**config.mk**
```make
export PLATFORM = sky130hd
export DESIGN_NAME = scope_acq_sequencer
export DESIGN_NICKNAME = d
export VERILOG_FILES = /design/src/rtl/scope_acq_sequencer.sv
export SDC_FILE = /design/constraint.sdc
export NUM_CORES = 1
export LEC_CHECK = 0
export CAP_MARGIN = 10
export CORE_MARGIN = 3
export CORE_UTILIZATION = 40
export DETAILED_ROUTE_END_ITERATION = 8
export PLACE_DENSITY = 0.68
export SLEW_MARGIN = 20
export SYNTH_ARGS = -nofsm -noshare
export SYNTH_HDL_FRONTEND = slang
export SYNTH_SLANG_ARGS = --single-unit
```
**constraint.sdc**
```tcl
create_clock -name clk -period 2.67 [get_ports clk]
set_input_delay 0.6675 -clock clk [delete_from_list [all_inputs] [get_ports clk]]
set_output_delay 0.6675 -clock clk [all_outputs]
set_load 0.03 [all_outputs]
```
**src/rtl/scope_acq_sequencer.sv**
```systemverilog
// Acquisition sequencer: shares the SPI engine between amp gain loads and paced ADC conversions.
// Define SCOPE_ACQ_TIMEOUT_EN to add an 8-bit watchdog on conversions and gain writes.
module scope_acq_sequencer #(
    parameter int DIV_W = 16,
    parameter int CNT_W = 10
) (
    input  logic             clk,
    input  logic             rst,
    input  logic             arm,
    input  logic             abort,
    input  logic [DIV_W-1:0] rate_div,
    input  logic [CNT_W-1:0] num_samples,
    input  logic [7:0]       gain,
    input  logic             gain_load,
    output logic             amp_start,
    output logic [7:0]       amp_gain,
    input  logic             amp_busy,
    output logic             conv_start,
    input  logic             conv_done,
    input  logic [13:0]      sample,
    output logic             out_valid,
    output logic [15:0]      out_data,
    input  logic             out_ready,
    output logic             busy,
    output logic             done,
    output logic             overrun
);

    localparam logic [2:0] S_IDLE      = 3'd0;
    localparam logic [2:0] S_GAIN      = 3'd1;
    localparam logic [2:0] S_GAIN_WAIT = 3'd2;
    localparam logic [2:0] S_TICK_WAIT = 3'd3;
    localparam logic [2:0] S_CONV_WAIT = 3'd4;
    localparam logic [2:0] S_DRAIN     = 3'd5;

    logic [2:0]       state_q, state_d;
    logic [DIV_W-1:0] timer_q, timer_d;
    logic [DIV_W-1:0] rate_q, rate_d;
    logic [CNT_W-1:0] cnt_q, cnt_d;
    logic             first_q, first_d;
    logic             pend_q, pend_d;
    logic [7:0]       pend_gain_q, pend_gain_d;
    logic [7:0]       amp_gain_q, amp_gain_d;
    logic             amp_start_q, amp_start_d;
    logic             conv_start_q, conv_start_d;
    logic             out_valid_q, out_valid_d;
    logic [15:0]      out_data_q, out_data_d;
    logic             busy_q, busy_d;
    logic             done_q, done_d;
    logic             overrun_q, overrun_d;

    logic running;
    logic tick;
    logic accept;
    logic wr_ok;
    logic abortable;
    logic wd_expire;

    always_comb begin
        running   = (state_q == S_TICK_WAIT) || (state_q == S_CONV_WAIT);
        tick      = running && (timer_q == '0);
        accept    = out_valid_q && out_ready;
        // A full register being drained this cycle can take a new word.
        wr_ok     = !out_valid_q || out_ready;
        abortable = running || (state_q == S_DRAIN);
    end

`ifdef SCOPE_ACQ_TIMEOUT_EN
    logic [7:0] wdog_q, wdog_d;

    always_comb begin
        wd_expire = (wdog_q == 8'hFF) &&
                    (((state_q == S_CONV_WAIT) && !conv_done) ||
                     ((state_q == S_GAIN_WAIT) && amp_busy));
    end
`else
    always_comb begin
        wd_expire = 1'b0;
    end
`endif

    always_comb begin
        state_d     = state_q;
        timer_d     = timer_q;
        rate_d      = rate_q;
        cnt_d       = cnt_q;
        first_d     = first_q;
        pend_d      = pend_q;
        pend_gain_d = pend_gain_q;
        amp_gain_d  = amp_gain_q;
        out_valid_d = out_valid_q && !accept;
        out_data_d  = out_data_q;
        done_d      = 1'b0;
        overrun_d   = overrun_q;

        if (gain_load) begin
            pend_d      = 1'b1;
            pend_gain_d = gain;
        end

        if (running) begin
            timer_d = tick ? rate_q : (timer_q - DIV_W'(1));
        end

        case (state_q)
            S_IDLE: begin
                if (pend_q || gain_load) begin
                    state_d    = S_GAIN;
                    pend_d     = 1'b0;
                    amp_gain_d = gain_load ? gain : pend_gain_q;
                end else if (arm && (num_samples != '0)) begin
                    rate_d    = rate_div;
                    cnt_d     = num_samples;
                    timer_d   = '0;
                    first_d   = 1'b1;
                    overrun_d = 1'b0;
                    state_d   = S_TICK_WAIT;
                end
            end
            S_GAIN: begin
                state_d = S_GAIN_WAIT;
            end
            S_GAIN_WAIT: begin
                if (!amp_busy) begin
                    state_d = S_IDLE;
                end else if (wd_expire) begin
                    state_d   = S_IDLE;
                    overrun_d = 1'b1;
                end
            end
            S_TICK_WAIT: begin
                if (tick) begin
                    state_d = S_CONV_WAIT;
                end
            end
            S_CONV_WAIT: begin
                // A slot that elapses while a conversion is still out is lost.
                if (tick) begin
                    overrun_d = 1'b1;
                end
                if (conv_done) begin
                    if (wr_ok) begin
                        out_valid_d = 1'b1;
                        out_data_d  = {first_q, 1'b0, sample};
                    end else begin
                        overrun_d = 1'b1;
                    end
                    first_d = 1'b0;
                    cnt_d   = cnt_q - CNT_W'(1);
                    state_d = (cnt_q == CNT_W'(1)) ? S_DRAIN : S_TICK_WAIT;
                end else if (wd_expire) begin
                    state_d   = S_IDLE;
                    overrun_d = 1'b1;
                end
            end
            S_DRAIN: begin
                state_d = S_DRAIN;
            end
            default: begin
                state_d = S_IDLE;
            end
        endcase

        if (abort && abortable) begin
            state_d     = S_IDLE;
            out_valid_d = 1'b0;
        end

        if ((state_d == S_DRAIN) && !out_valid_d) begin
            done_d  = 1'b1;
            state_d = S_IDLE;
        end

        // Strobes are registered against the next state so they line up with the state they belong to.
        conv_start_d = (state_d == S_TICK_WAIT) && (timer_d == '0);
        amp_start_d  = (state_d == S_GAIN);
        busy_d       = (state_d != S_IDLE);
    end

`ifdef SCOPE_ACQ_TIMEOUT_EN
    always_comb begin
        wdog_d = wdog_q;
        if (conv_start_d || amp_start_d) begin
            wdog_d = '0;
        end else if (((state_q == S_CONV_WAIT) || (state_q == S_GAIN_WAIT)) && (wdog_q != 8'hFF)) begin
            wdog_d = wdog_q + 8'd1;
        end
    end

    always_ff @(posedge clk or negedge rst) begin
        if (!rst) begin
            wdog_q <= '0;
        end else begin
            wdog_q <= wdog_d;
        end
    end
`endif

    always_ff @(posedge clk or negedge rst) begin
        if (!rst) begin
            state_q      <= S_IDLE;
            timer_q      <= '0;
            rate_q       <= '0;
            cnt_q        <= '0;
            first_q      <= 1'b0;
            pend_q       <= 1'b0;
            pend_gain_q  <= '0;
            amp_gain_q   <= '0;
            amp_start_q  <= 1'b0;
            conv_start_q <= 1'b0;
            out_valid_q  <= 1'b0;
            out_data_q   <= '0;
            busy_q       <= 1'b0;
            done_q       <= 1'b0;
            overrun_q    <= 1'b0;
        end else begin
            state_q      <= state_d;
            timer_q      <= timer_d;
            rate_q       <= rate_d;
            cnt_q        <= cnt_d;
            first_q      <= first_d;
            pend_q       <= pend_d;
            pend_gain_q  <= pend_gain_d;
            amp_gain_q   <= amp_gain_d;
            amp_start_q  <= amp_start_d;
            conv_start_q <= conv_start_d;
            out_valid_q  <= out_valid_d;
            out_data_q   <= out_data_d;
            busy_q       <= busy_d;
            done_q       <= done_d;
            overrun_q    <= overrun_d;
        end
    end

    assign amp_start  = amp_start_q;
    assign amp_gain   = amp_gain_q;
    assign conv_start = conv_start_q;
    assign out_valid  = out_valid_q;
    assign out_data   = out_data_q;
    assign busy       = busy_q;
    assign done       = done_q;
    assign overrun    = overrun_q;

endmodule

```
* Yosys cells after proc, flatten, opt, wreduce, memory -nomap -nowiden
Cells that the tools add are included.
** Storage, ports and cells
- Register bits :: 84
- Bits in latches :: 0
- Bits in writable memories :: 0
- ROM bits :: 0
- Input bits :: 56
- Output and inout bits :: 30
- Logic and storage cells :: 92
- Memories kept :: 0
** Cells by class
- Add/sub/neg operators :: 2
- Multiply operators :: 0
- Div/mod/pow operators :: 0
- Order comparisons :: 0
- Eq/ne operators :: 12
- Shift operators :: 0
- Muxes and demuxes :: 37
- Bitwise logic cells :: 1
- Reductions and logical operators :: 25
** Operator list (number)
- $mux 16 :: 5
- $logic_not 16->1 :: 2
- $mux 10 :: 3
- $mux 3 :: 8
- $pmux 10 s2 :: 1
- $pmux 3 s6 :: 1
- $mux 1 :: 16
- $sub 16x1->16 const B :: 1
- $eq 10x1->1 const B :: 1
- $reduce_bool 10->1 :: 1
- $sub 10x1->10 const B :: 1
- $eq 3x2->1 const B :: 3
- $eq 3x3->1 const B :: 3
- $reduce_and 3->1 :: 3
- $mux 8 :: 1
- $logic_and 1x1->1 :: 7
- $eq 3x1->1 const B :: 2
- $ne 2x2->1 const B :: 3
- $logic_or 1x1->1 :: 4
- $pmux 1 s2 :: 2
- $reduce_and 4->1 :: 1
- $logic_not 1->1 :: 3
- $logic_not 3->1 :: 1
- $reduce_bool 3->1 :: 1
- other kinds (3) :: 3

* Logic depth before layout (Yosys ltp)
- Depth in word-level cells :: 12
- Gate-level depth with buffers :: 11

* Worst setup path after synthesis
No wires, ideal clock.
- Kind :: flip-flop to flip-flop
- From :: register timer_q[0]
- To :: register conv_start_q (netlist: conv_start)
- Setup time :: 96 ps
- Arrival :: 2513 ps
- Required time :: 2574 ps
- Setup slack :: 61 ps
- Stages on the path, launching flop included :: 10
- Buffers on the path :: 0
- Clock period less this slack :: 2609 ps
- Path through :: dfrtp_1 -> inv_1 -> ha_1 -> or4b_4 -> nor4_4 -> a31oi_1 -> o21ai_1 -> a21oi_1 -> or4b_1 -> nor4_2
** RTL lines
- start: declaration :: line 37 : logic [DIV_W-1:0] timer_q, timer_d;
- start signal: assignment :: line 218 : timer_q <= timer_d;
- branches (longest 2 deep; another with $sub 16x1->16)
- $mux 16 (*) :: line 102 : timer_d = tick ? rate_q : (timer_q - DIV_W'(1));
- $mux 16 (*) :: line 101 : if (running) begin
- $mux 16 :: line 111 : end else if (arm && (num_samples != '0)) begin
- $mux 16 :: line 107 : if (pend_q || gain_load) begin
- $mux 16 (*) :: line 105 : case (state_q)
- via timer_d[14] :: line 37
- $logic_not 16->1 (*) :: line 175 : conv_start_d = (state_d == S_TICK_WAIT) && (timer_d == '0);
- $logic_and 1x1->1 (*) :: line 175
- via conv_start_d :: line 45 : logic conv_start_q, conv_start_d;
- end signal: assignment :: line 226 : conv_start_q <= conv_start_d;
- end: declaration :: line 45
Mark *: on every way through the listed nets, which the timed path passes.
A chain may end at the register's enable or synchronous reset.

* Worst setup path in the final report
- From :: register timer_q[1]
- To :: register conv_start_q (netlist: conv_start)
Same word-level chain as after synthesis.

==> summary.txt <==
Timing
  – Final Critical Period: around 2600 ps
  – F_max: 377 MHz
  – Final slew viol count: 0
  – Slew @ Worst Pin: between 600 and 700 ps
  – Period utilization: 0.992
  – Final worst setup slack: between 20 and 25 ps
  – Final hold viol count: 0
  – # setup viols final: 0
  – RSZ-0062 raised after global routing: true
  – Worst Skew: 5.79 ps
  – Slew headroom: 0.564

Routing
  – Post-DRT Antenna Nets: 0
  – WL per Instance: 16.1 um
  – Via Count: around 3.5k
  – Pre-Repair DR Iteration Count: 4
  – Residual DRC: 0
  – Avg Vias per Cell: roughly 5.3
  – Drt total wl: around 11000 um
  – DR iter-0 viols: 195

Yosys
  – Synthesized area: 0.00408 mm2
  – Sequential element share of the synthesized area: 0.515
  – Syn Inst Count: 390
  – Ys async rst share: 1.00
  – Yosys warns: 0
  – Post-synth EDFFs: 0
  – Syn Nets: 450
  – Post-synth cell types: 51
  – Syn Area/Cell: between 10 and 15 um2
  – Top_reg_cell synth: dfrtp_1
  – Synth Register Bits: 84

Pwr
  – Leakage: 2.45 nW
  – Cell area power density: 963 mW/mm2
  – Final Power: 5.60 mW
  – Max IR drop VDD: 0.505 mV

CTS
  – CTS root buf: clkbuf_8
  – CTS tree: yes
  – Clock Pin Slew Worst Setup and Hold Paths: 90 ps
  – CTS Buf Count: 9
  – # clock sinks: 84
  – Worst-Skew Late Latency: 350 ps
  – Clk buf depth: 2
  – H-tree depth: 3

Floorplanning
  – DIE HEIGHT: about 110 um
  – Starting Density: 0.414
  – Die width: approximately 110 um
  – Site Rows: 36
  – Core Area: 0.00986 mm2
  – DIE AREA: 0.0115 mm2
  – Ports: 86

Finish
  – Layout Nets: between 500 and 600
  – Number of diodes: 0
  – Filler instances: 823
  – Ratio of cells with drive above 1 in the final layout: 0.288
  – Area Growth Syn to Fin: 42.3%
  – Final design utilization: 0.589
  – Non-Filler Instances: 665
  – Post-route cell area: around 0.0058 mm2

Worst setup path
  – Startpoint types: flip-flop
  – Critical path origin: timer_q[1]
  – R2R setup slack: 20 ps
  – Arrival time worst endpoint: 2880 ps
  – CP Capture Type: flip-flop
  – WP data required: 2900 ps
  – RR Startpoint: timer_q[1]
  – WS Path Type: reg2reg
  – CP Max Fanout: 6

Global route
  – Global-route usage over all layers: 0.195
  – Pin count of the biggest net entering global routing: 47
  – Total global routing overflow: 0
  – Initial antenna violation count: 0
  – Vias in the first global route: 3511
  – First-pass GRT wire length: 17800 um

Placed design
  – DP Worst Slack: -422 ps
  – IO buf count: 84
  – Placed instance area: 0.00544 mm2
  – Routability cong.: 0.876
  – Inst Count DP: 642
  – DP HPWL: 7890 um

Outcome
  – Status: complete, no violations

Hold path
  – HP Class: in2async

Run
  – MaxCap Viol Count: 0
==> metal layers <==
metal  global-route usage  part of all wire  vias up
met2                0.295              0.46      108
met1                0.271              0.45     1681
li1                     -                 -     1707
met5                    0                 0        -
met3               0.0692             0.074       11
met4               0.0374            0.0099        0
==> path summary, 6_finish.rpt <==
| path | cells past startpoint | endpoint |
|---|---|---|
| max | 13 | conv_start |
| min | 1 | rate_q[12] |
| max reg2reg | 13 | conv_start |
| min reg2reg | 1 | pend_gain_q[1] |
| max in group asynchronous | 2 | overrun |
| min in group clk | 1 | pend_gain_q[1] |
==> sequential cells by signal, summed over array words and instances, names as in the netlist <==
register and cells:
rate_q 16, timer_q 16, out_data 15, cnt_q 10, amp_gain 8, pend_gain_q 8, state_q 3, amp_start 1
busy 1, conv_start 1, done 1, first_q 1, out_valid 1, overrun 1, pend_q 1
==> cells in the final DEF, fill, tap and decap left out, drive strengths merged, types with 3 or more instances in the layout <==
| cell type | count |
|---|---|
| o21ai | 26 |
| nor3b | 3 |
| nor3 | 14 |
| dfrtp | 84 |
| nand2b | 6 |
| a21oi | 21 |
| buf | 66 |
| nand2 | 13 |
| a31oi | 15 |
| nand4 | 4 |
| o22ai | 4 |
| inv | 19 |
| nor2 | 35 |
| mux2 | 46 |
| clkbuf | 10 |
| o22a | 4 |
| clkdlybuf4s50 | 83 |
| nor2b | 5 |
| nor4 | 11 |
| or4 | 8 |
| nand3 | 12 |
| ha | 4 |
==> stage by stage <==
stage	hold slack, ps	setup TNS [ps]
floorplan	372	0
detailed placement	485	-3660
global route	291	-150
global placement	476	-3010
finish	266	0
CTS	286	0
==> logic make-up after synthesis <==
group,synth area share
AND/OR/NAND/NOR,0.169
buffers and inverters,0.0392
adder cells (fa/ha/maj),0.0123
AO/OA/AOI/OAI,0.135
other,0.000918
multiplexers,0.129
flip-flops,0.515
==> what timing repair did <==
| item | CTS | global route |
|---|---|---|
| gates resized for setup | 4 | 25 |
| setup endpoints to repair | 1 | 3 |
| pin swaps | 4 | 7 |
| hold buffers | 0 | 0 |
| buffers inserted | 3 | 4 |
==> worst max-delay path, cell delays in order (launching register included) <==
cell,delay (ps)
dfrtp_1,390
inv_2,80
ha_4,140
or4b_4,470
buf_4,160
nor4_4,130
buf_4,190
buf_4,110
buf_4,120
o21ai_0,130
a221oi_2,320
nor4_2,90
nand2b_1,140
nor4_4,60
==> where the power goes <==
group          switching, mW  leakage, nW  internal (mW)
clock network          0.483       0.0893          0.370
logic                   1.37         1.32           1.32
registers              0.344         1.04           1.71
total                   2.20         2.45           3.39
==> cells in the mapped netlist (3+ instances only) <==
cell type / instances / area share
a21oi_1: 21 / 0.026
a31oi_1: 15 / 0.023
buf_1: 4 / 0.0037
clkbuf_1: 15 / 0.014
dfrtp_1: 84 / 0.51
ha_1: 4 / 0.012
inv_1: 17 / 0.016
mux2_2: 46 / 0.13
nand2_1: 13 / 0.012
nand2b_1: 6 / 0.0092
nand3_1: 12 / 0.015
nand4_1: 4 / 0.0061
nor2_1: 35 / 0.032
nor2b_1: 5 / 0.0077
nor3_1: 14 / 0.017
nor3b_1: 3 / 0.0055
nor4_1: 9 / 0.014
o21ai_0: 25 / 0.031
o22a_1: 4 / 0.0086
o22ai_1: 4 / 0.0061
or4_1: 8 / 0.015
==> cell type report <==
| cell class | instances | area [um2] | share of cell area |
|---|---|---|---|
| repair buffers | 149 | 1350 | 0.232 |
| clock buffers | 10 | 138 | 0.0237 |
| flip-flops and latches | 84 | 2100 | 0.362 |
| multi-input cells | 266 | 1950 | 0.335 |
| clock inverters | 6 | 46.3 | 0.00797 |
| inverters | 17 | 63.8 | 0.0110 |
| well taps | 133 | 166 | 0.0286 |
Note: power is estimated with default switching activity, not from simulation.
